===== src/rtl/arb_pkg.sv =====
// Shared types and default sizing for the data-memory arbiter.
package arb_pkg;

  // Owner of the data-memory port.
  typedef enum logic {
    ARB_CPU   = 1'b0,
    ARB_BURST = 1'b1
  } arb_state_t;

  localparam int unsigned BURST_LEN_DEFAULT  = 8;
  localparam int unsigned CAM_STARVE_DEFAULT = 4;

  localparam int unsigned ADDR_W   = 32;
  localparam int unsigned DATA_W   = 32;
  // Wide enough for the largest starvation threshold (15).
  localparam int unsigned STARVE_W = 4;

endpackage


===== src/rtl/burst_addr_gen.sv =====
// Camera burst address generator: latches the word-aligned base, counts beats
// and flags the final beat of the burst.
module burst_addr_gen
  import arb_pkg::*;
#(
  parameter int unsigned BURST_LEN = BURST_LEN_DEFAULT
) (
  input  logic              clk,
  input  logic              reset,
  input  logic              start_i,
  input  logic              adv_i,
  input  logic [ADDR_W-1:0] cam_addr_i,
  output logic [ADDR_W-1:0] addr_o,
  output logic              last_o
);

  localparam int unsigned          BEAT_W    = (BURST_LEN > 1) ? $clog2(BURST_LEN) : 1;
  localparam logic [BEAT_W-1:0]    LAST_BEAT = BEAT_W'(BURST_LEN - 1);
  localparam logic [ADDR_W-1:0]    ALIGN_MSK = ~ADDR_W'(3);

  logic [ADDR_W-1:0] base_q, base_d;
  logic [BEAT_W-1:0] beat_q, beat_d;

  // Load base on burst entry, otherwise step the beat while the burst runs.
  always_comb begin
    base_d = base_q;
    beat_d = beat_q;
    if (start_i) begin
      base_d = cam_addr_i & ALIGN_MSK;
      beat_d = '0;
    end else if (adv_i) begin
      beat_d = last_o ? '0 : beat_q + BEAT_W'(1);
    end
  end

  // Base and beat registers.
  always_ff @(posedge clk or negedge reset) begin
    if (!reset) begin
      base_q <= '0;
      beat_q <= '0;
    end else begin
      base_q <= base_d;
      beat_q <= beat_d;
    end
  end

  // Word address of the current beat; wraps modulo 2^32.
  assign addr_o = base_q + ADDR_W'({beat_q, 2'b00});
  assign last_o = (beat_q == LAST_BEAT);

endmodule


===== src/rtl/data_mem_arbiter.sv =====
// Data-memory port arbiter between the CPU memory stage and a camera FIFO
// that writes fixed-length, non-preemptible bursts.
module data_mem_arbiter
  import arb_pkg::*;
#(
  parameter int unsigned BURST_LEN  = BURST_LEN_DEFAULT,
  parameter int unsigned CAM_STARVE = CAM_STARVE_DEFAULT
) (
  input  logic              clk,
  input  logic              reset,
  input  logic              cpu_req,
  input  logic              cpu_we,
  input  logic [ADDR_W-1:0] cpu_addr,
  input  logic [DATA_W-1:0] cpu_wdata,
  output logic [DATA_W-1:0] cpu_rdata,
  output logic              cpu_stall,
  input  logic              cam_req,
  input  logic [ADDR_W-1:0] cam_addr,
  input  logic [DATA_W-1:0] cam_wdata,
  output logic              cam_pop,
  output logic              cam_done,
  output logic              mem_we,
  output logic [ADDR_W-1:0] mem_addr,
  output logic [DATA_W-1:0] mem_wdata,
  input  logic [DATA_W-1:0] mem_rdata
);

  localparam logic [STARVE_W-1:0] STARVE_MAX = STARVE_W'(CAM_STARVE);

  arb_state_t          state_q, state_d;
  logic [STARVE_W-1:0] starve_q, starve_d;
  logic                burst_start;
  logic                burst_adv;
  logic                burst_last;
  logic [ADDR_W-1:0]   burst_addr;

  burst_addr_gen #(
    .BURST_LEN (BURST_LEN)
  ) u_addr_gen (
    .clk        (clk),
    .reset      (reset),
    .start_i    (burst_start),
    .adv_i      (burst_adv),
    .cam_addr_i (cam_addr),
    .addr_o     (burst_addr),
    .last_o     (burst_last)
  );

  // Next-state, starvation counting and port muxing.
  always_comb begin
    state_d     = state_q;
    starve_d    = starve_q;
    burst_start = 1'b0;
    burst_adv   = 1'b0;
    mem_we      = 1'b0;
    mem_addr    = cpu_addr;
    mem_wdata   = cpu_wdata;
    cpu_stall   = 1'b0;
    cam_pop     = 1'b0;
    cam_done    = 1'b0;

    case (state_q)
      ARB_CPU: begin
        mem_we = cpu_req & cpu_we;
        if (cam_req && cpu_req && (starve_q != STARVE_MAX)) begin
          starve_d = starve_q + STARVE_W'(1);
        end
        // The CPU access of this cycle still completes; the camera takes the
        // port from the next edge on.
        if (cam_req && (!cpu_req || (starve_q == STARVE_MAX))) begin
          state_d     = ARB_BURST;
          burst_start = 1'b1;
          starve_d    = '0;
        end
      end
      ARB_BURST: begin
        burst_adv = 1'b1;
        mem_we    = 1'b1;
        mem_addr  = burst_addr;
        mem_wdata = cam_wdata;
        cam_pop   = 1'b1;
        cpu_stall = cpu_req;
        if (burst_last) begin
          cam_done = 1'b1;
          state_d  = ARB_CPU;
        end
      end
      default: begin
        state_d = ARB_CPU;
      end
    endcase

    // Control outputs are forced quiet while reset is held.
    if (!reset) begin
      mem_we    = 1'b0;
      cpu_stall = 1'b0;
      cam_pop   = 1'b0;
      cam_done  = 1'b0;
    end
  end

  // State and starvation counter registers.
  always_ff @(posedge clk or negedge reset) begin
    if (!reset) begin
      state_q  <= ARB_CPU;
      starve_q <= '0;
    end else begin
      state_q  <= state_d;
      starve_q <= starve_d;
    end
  end

  assign cpu_rdata = mem_rdata;

endmodule


===== config.mk =====
export PLATFORM = sky130hd
export DESIGN_NAME = data_mem_arbiter
export DESIGN_NICKNAME = d
export VERILOG_FILES = /design/src/rtl/arb_pkg.sv /design/src/rtl/burst_addr_gen.sv /design/src/rtl/data_mem_arbiter.sv
export SDC_FILE = /design/constraint.sdc
export NUM_CORES = 1
export LEC_CHECK = 0
export ABC_AREA = 1
export CAP_MARGIN = 20
export CORE_AREA = 2 2 102 104
export CTS_BUF_LIST = sky130_fd_sc_hd__clkbuf_8
export CTS_CLUSTER_SIZE = 24
export DETAILED_ROUTE_END_ITERATION = 8
export DIE_AREA = 0 0 104 106
export PLACE_DENSITY = 0.84
export RECOVER_POWER = 100
export SYNTH_ARGS = -nofsm -noshare
export SYNTH_HDL_FRONTEND = slang
export SYNTH_SLANG_ARGS = --single-unit

===== constraint.sdc =====
create_clock -name clk -period 4.8 [get_ports clk]
set_input_delay 0.96 -clock clk [delete_from_list [all_inputs] [get_ports clk]]
set_output_delay 0.96 -clock clk [all_outputs]
set_load 0.02 [all_outputs]

# Yosys cells after proc, flatten, opt, wreduce, memory -nomap -nowiden
# Cells that the tools add are included.
# word_totals
reg_bits	38
input_bits	165
elab_cells	40
# classes
add_sub_neg	3
eq_ne	3
mux	20
bitwise	2
n_reduce_logical	8
# ops
cell	count
32-bit two-way mux	2
32-bit by 5-bit adder with 32-bit output	1
1-bit two-way mux	11
3-bit two-way mux	3
4-bit two-way mux	2
4-bit by 1-bit adder with 4-bit output, second input constant	1
4-bit by 3-bit == test with 1-bit output, second input constant	1
4-bit by 3-bit inequality test with 1-bit output, second input constant	1
1-bit one-hot mux with 2 select lines	2
2-bit nonzero test	2
3-bit by 1-bit adder with 3-bit output, second input constant	1
3-bit == test, second input constant	1
1-bit logical AND	3
2-bit AND reduction	1
1-bit bitwise AND	1
1-bit zero test	1
1-bit logical OR	1
1-bit NOT	1

# Depth between registers and ports, before layout
# Gate-level depths: netlist of run 1.
# logic_depth
depth_word	6
depth_mapped	11

# Cells and area by module
# From an unflattened synthesis of run 1, not the netlist that was laid out.
# hier_totals
cells_unflattened	612
hier_area_um2	3547.2
# by_module_without_submodules
module	instances	cells_each	area_per_inst_um2
burst_addr_gen	1	331	2213.4
data_mem_arbiter	1	281	1333.8

# Least setup slack after synthesis of run 1
# OpenSTA, ideal clock, no wires.
# synth_timing
path_type	flip-flop to output port
startpoint	reg u_addr_gen.beat_q[0]
endpoint	out mem_addr[12]
t_arrival_ns	1.945
setup_slack_ns	1.895
stages_incl_launch_ff	9
path_cell_list	dfrtp_1 ha_1 fa_1 nand2_1 nand2_1 nand3_2 nor2_2 xor2_1 o21ai_0
# synth_via
elab_chain_cells	2
# synth_rtl
element	line	text
start: declaration	burst_addr_gen.sv:22	logic [BEAT_W-1:0] beat_q, beat_d;
start signal: assignment	burst_addr_gen.sv:43	beat_q <= beat_d;
32-bit by 5-bit adder with 32-bit output	burst_addr_gen.sv:48	assign addr_o = base_q + ADDR_W'({beat_q, 2'b00});
32-bit two-way mux	data_mem_arbiter.sv:62	case (state_q)
end: declaration	data_mem_arbiter.sv:23	output logic [ADDR_W-1:0] mem_addr,
# No other way between the ends.

# Worst setup path in the final report of run 1
# layout_timing
startpoint	reg u_addr_gen.beat_q[0]
endpoint	out mem_addr[30]
# The elaborated chain is that of the path after synthesis.

==> results.ini, run 1 <==
[floorplanning]
io_pins = 265
num_rows = 37
die_w_um = 104
die_h_um = 106
core_area_um2 = 10000
initial_utilization_pct = 34.57
dieArea_um2 = 11020

[timing]
fin_setup_tns_ns = 0
drv_slew = 51
finalHoldViolations = 0
slew_headroom_pct = -22.01
tightest_slew_ns = 1.830
fin_crit_ns = 3.829
min_period_over_period_pct = 79.77
rsz0062_at_grt = no
fin_skew_ns = 0.009588
layout_setup_ws_ns = 0.9709
max_freq_mhz = 261.2
setup_viol = 0

[pwr]
power_frac_comb_pct = 68.6
switchingPower_mw = 1.392
peakVddDrop_mv = 0.2204
swShare_pct = 51.03
seq_power_share_pct = 23.6
p_clk_share_pct = 7.8
intPower_mw = 1.336
cellLeakagePower_nw = 2.507
p_per_area_nw_per_um2 = 511.0
p_total_mw = 2.729

[route]
wl_per_cell_um = 12.80
drt-total-wl_mm = 11.28
via_per_inst = 4.442
drc_errors = 0
drt_first_iter_violations = 238
route.vias.total = 3913
drtAntennaViolNets = 0
dr.pass1.iters = 4

[final_layout]
area_delta_synth_final_pct = 54.47
postLayoutCellArea_um2 = 5340
final_cells = 881
final_net_count = 917
drive_gt1_share_pct = 2.953
antennaDiodeCount = 0

[synth]
avgSynthCellArea_um2 = 5.879
synthesis.area_um2 = 3457
async_flop_share_pct = 100.0
netlist_instances = 588
ys.flop_type = dfrtp_1
synth_edf_count = 0
syn_nets = 761
synth_most_common_cell = nand2_1
synth_top_area_share_pct = 33.12
yosysTopAreaCell = nand2_1
synth_area_leaders = nand2_1 33%, dfrtp_1 28%, buf_4 7.4%
yosys_warnings = 0
synthTopCellsByCount = 305 x nand2_1, 48 x nor2_1, 38 x dfrtp_1, 35 x inv_1, 34 x buf_4
ys_ff_latch = 38
ys_types = 28
ys_seq_area_share_pct = 27.51

[setup_path]
path_max_fanout = 4
critPathMaxStageDelay_ns = 0.67
crit_arrival_ns = 2.87
cp-end-kind = output port
path_cells = ha_1 > fa_1 > nand2_1 > nand2_1 > nand2_1 > nor2_1 > nand2_1 > nand2_1 > nand2_1 > nand2_1 > nand2_1 > dlygate4sd3_1
crit_top_cell = nand2_1
start_kind = flop
cp_slowest_cell = dlygate4sd3_1
path_class = flop to output port
critPathRequiredTime_ns = 3.84

[run]
drv_cap = 1

[clock_network]
clkSinkCount = 38
cts_buffer_depth = 2
clock_latency_ns = 0.29
cts-root-buf = clkbuf_8
cts_tree = yes
cts_setup_buffers = 0
htreeDepth = 2
cts_resized = 0
clk_pin_slew_ns = 0.08
cts_made_buffers = 5
ctsHoldBuffers = 0

[placed_design]
io_buffers = 198
dpl.hpwl_mm = 9.077
place_area_um2 = 5281
place_ws_ns = 1.365
dp_cells = 873
gp_congestion = 0.9174

[grt]
antenna_found_initial = 0
grt_pass1_wl_mm = 17.76
grtUsageTotal_pct = 19.76
grt_overflow = 0
grt_pass1_vias = 3592
grt_max_degree = 72

[outcome]
status = complete, but fails checks
violations = capacitance limit, slew limit

[worst_hold_path]
hp-class = flop to flop

-- metal layers --
layer / vias up / global-route usage, % / part of all wire [%]
met5: - / 0 / 0
met4: 0 / 6.081 / 1.8
met3: 20 / 4.047 / 6.8
met2: 137 / 31.44 / 46
met1: 1674 / 27.03 / 46
li1: 2082 / - / -
-- cell type report --
cell class	count	area, um2
tap	136	170.2
fill	1039	4659
timing repair buffer	201	1991
sequential	38	952.2
clock buffer	5	68.82
inverter	37	140.1
multi-input combinational	461	2004
clock inverter	3	13.76
-- power groups by stage --
stage	clock, mW	sequential [mW]	combinational, mW
after floorplan	0	0.589	1.20
after global placement	0	0.638	1.98
after detailed placement	0	0.642	2.00
after CTS	0.215	0.638	2.01
after global routing	0.233	0.667	2.08
final	0.212	0.644	1.87
-- layout by cell type (no fill, tap or decap), drive strengths merged --
cell type and n:
nand2 309, clkdlybuf4s50 132, dlygate4sd3 65, nor2 58
dfrtp 38, inv 37, o21ai 35, nand3 32
clkbuf 8, xor2 7, ha 7, clkinv 3
nand3b 3, a31oi 3, a21oi 2, or2 1
and2 1, nor3 1, xnor2 1, fa 1
buf 1
-- metrics by stage --
stage	hold WS, ns	util (%)
2_1_floorplan	0.4459	-
3_3_place_gp	0.4743	52.82
3_5_place_dp	0.4815	52.82
4_1_cts	0.5002	53.64
5_1_grt	0.5241	53.40
6_report	0.5025	53.40
-- critical path: cells and delay by family, from the launching register on --
family / cells / cell delay [ns]
adders and majority gates: 2 / 0.65
buffers and inverters: 1 / 0.67
and+or+nand+nor: 9 / 0.83
DFF: 1 / 0.43
-- cell families (layout without fill, tap and decap cells) --
family,Yosys count,after routing,synth area share [%]
XOR/XNOR,8,8,2.027
adder cells (fa/ha/maj),8,8,3.112
AND/OR/NAND/NOR,405,405,47.38
AO/OA/AOI/OAI,40,40,5.899
buffers and inverters,89,246,14.08
flip-flops,38,38,27.51
-- final timing paths --
| kind | startpoint | to | slack [ns] | cells past startpoint |
|---|---|---|---|---|
| max | u_addr_gen.beat_q[0] | mem_addr[30] | 0.97 | 12 |
| min | u_addr_gen.base_q[4] | u_addr_gen.base_q[4] | 0.50 | 2 |
| max reg2reg | state_q | u_addr_gen.base_q[7] | 0.98 | 7 |
| min reg2reg | u_addr_gen.base_q[4] | u_addr_gen.base_q[4] | 0.50 | 2 |
| max in group asynchronous | reset | state_q | 2.25 | 2 |
| min in group asynchronous | reset | u_addr_gen.base_q[17] | 0.81 | 1 |
-- registers in the layout, summed over array words and instances (netlist names) --
name,flops
state_q,1
u_addr_gen.beat_q,3
u_addr_gen.base_q,30
starve_q,4
(Power assumes the default switching activity.)
==> run 2, diff against run 1 <==
- CORE_AREA: 2 2 102 104 -> unset
- CORE_MARGIN: unset -> 2
- CORE_UTILIZATION: unset -> 35
- DIE_AREA: 0 0 104 106 -> unset
- clock period: 4.8 -> 3.7 ns (I/O delays scaled with it)
==> run 2 against run 1 <==
  * Sequential power increased by 30%
  * The flow still finishes with violations (capacitance limit, slew limit)
  * Largest power group unchanged
  * Register-to-register slack improved by 0.10 ns
  * Worst hold slack worse by 0.22 ns
  * Cell count unchanged
  * Critical endpoint unchanged
==> results.ini, run 2 (synthesis results as in run 1) <==
[route]
met1_length_mm = 5.410
drtAntennaViolNets = 0
route.met2.wl_mm = 5.470
dr.pass1.iters = 5
drt_first_iter_violations = 248
met3_length_um = 840
wl_per_cell_um = 13.45
via_per_inst = 4.557
drc_errors = 0
route.vias.total = 4015
drt-total-wl_mm = 11.85
top_layer_used = met4

[final_layout]
final_cell_mix = 305 x nand2_1, 139 x clkdlybuf4s50_1, 58 x dlygate4sd3_1
antennaDiodeCount = 0
area_delta_synth_final_pct = 56.93
largest_reg_flops = 30
drive_gt1_share_pct = 3.610
layout_commonest_cell = nand2_1
final_net_count = 920
top_regs = u_addr_gen.base_q (30), starve_q (4), u_addr_gen.beat_q (3)
largest-register = u_addr_gen.base_q

[clock_network]
cts-root-buf = clkbuf_8
clock_latency_ns = 0.29
htreeDepth = 2
cts_tree = yes
ctsHoldBuffers = 0
cts_buffer_depth = 2
clk_pin_slew_ns = 0.08
cts_made_buffers = 5
cts_setup_buffers = 0
clkSinkCount = 38
cts_resized = 0

[placed_design]
place_ws_ns = 0.5112
gp_congestion = 0.9420
io_buffers = 198
dpl.hpwl_mm = 9.587

[setup_path]
crit_arrival_ns = 2.78
start_kind = flop
path_buf_inv = 1
cp_slowest_cell = clkdlybuf4s50_1
critPathRequiredTime_ns = 2.96
crit_top_cell = nand2_1
path_max_fanout = 4
path_cells = ha_1 > fa_1 > nand2_1 > nand2_1 > nand2_1 > nor2_1 > nand2_1 > nand2_1 > nand2_1 > nand2_1 > nand2_1 > clkdlybuf4s50_1
cp_num_cells = 12
critPathMaxStageDelay_ns = 0.59
cp-end-kind = output port
cpLargestDelayFamily = simple AND/OR/NAND/NOR gates
path_class = flop to output port
r2r_cells = 6

[grt]
grt_overflow = 0
antenna_found_initial = 0
grt_pass1_wl_mm = 17.14
grt_max_degree = 55
grt_pass1_vias = 3470
grtUsageTotal_pct = 20.65

[outcome]
violations = capacitance limit, slew limit
status = complete, but fails checks

[timing]
max_freq_mhz = 283.9
fin_crit_ns = 3.523
setup_viol = 0
tightest_slew_ns = 2.018
finalHoldViolations = 0
drv_slew = 38
holdWs_ns = 0.2816
slew_headroom_pct = -34.54
min_period_over_period_pct = 95.21
layout_setup_ws_ns = 0.1772
fin_setup_tns_ns = 0
fin_skew_ns = 0.008622
rsz0062_at_grt = no

[floorplanning]
dieArea_um2 = 10690
num_rows = 36
die_w_um = 103.4
die_h_um = 103.4
initial_utilization_pct = 35.70
io_pins = 265
core_area_um2 = 9684

[pwr]
cellLeakagePower_nw = 2.543
peakVddDrop_mv = 0.3093
p_per_area_nw_per_um2 = 696.0

[run]
drv_cap = 1

[worst_hold_path]
hp-class = input pin to async pin

-- run 2: path summary, 6_finish.rpt --
path | slack, ns | startpoint | end
worst max-delay path | 0.18 | u_addr_gen.beat_q[0] | mem_addr[30]
worst min-delay path | 0.28 | reset | state_q
worst max register to register | 1.08 | state_q | u_addr_gen.base_q[12]
worst min register to register | 0.49 | u_addr_gen.base_q[2] | u_addr_gen.base_q[2]
max in group asynchronous | 1.25 | reset | u_addr_gen.base_q[21]
min in group clk | 0.49 | u_addr_gen.base_q[2] | u_addr_gen.base_q[2]
-- run 2: area by class of cell --
cell class / count / area (um2)
timing repair buffer: 204 / 2024
inverter: 37 / 140.1
tap: 133 / 166.4
clock buffer: 6 / 82.58
sequential: 38 / 952.2
fill: 912 / 4259
clock inverter: 2 / 60.06
multi-input combinational: 461 / 1999
-- run 2: stage by stage --
step	utilization, %	cell area [um2]	cells	power [mW]
global route	56.02	5425	881	4.093
CTS	56.33	5455	881	3.920
detailed placement	54.86	5313	873	3.464
floorplan	-	3457	588	2.319
finish	56.02	5425	881	3.776
global placement	54.86	5313	873	3.423
-- run 2: per-layer routing --
layer,GRT usage [%],up-vias
li1,-,2087
met3,3.293,12
met1,30.60,1756
met2,32.16,160
met4,3.644,0
met5,0,-
-- run 2: report_power, final --
part           internal, mW  total [mW]  switching [mW]  leakage [nW]
Sequential            0.614       0.838           0.225         0.469
Clock                 0.288       0.444           0.157        0.0714
Combinational          1.03        2.49            1.47          2.00
==> run 3, diff against run 2 <==
- GPL_ROUTABILITY_DRIVEN: unset -> 1
==> results of run 3 <==
No change in the layout: final DEF, timing and power equal those of run 2.
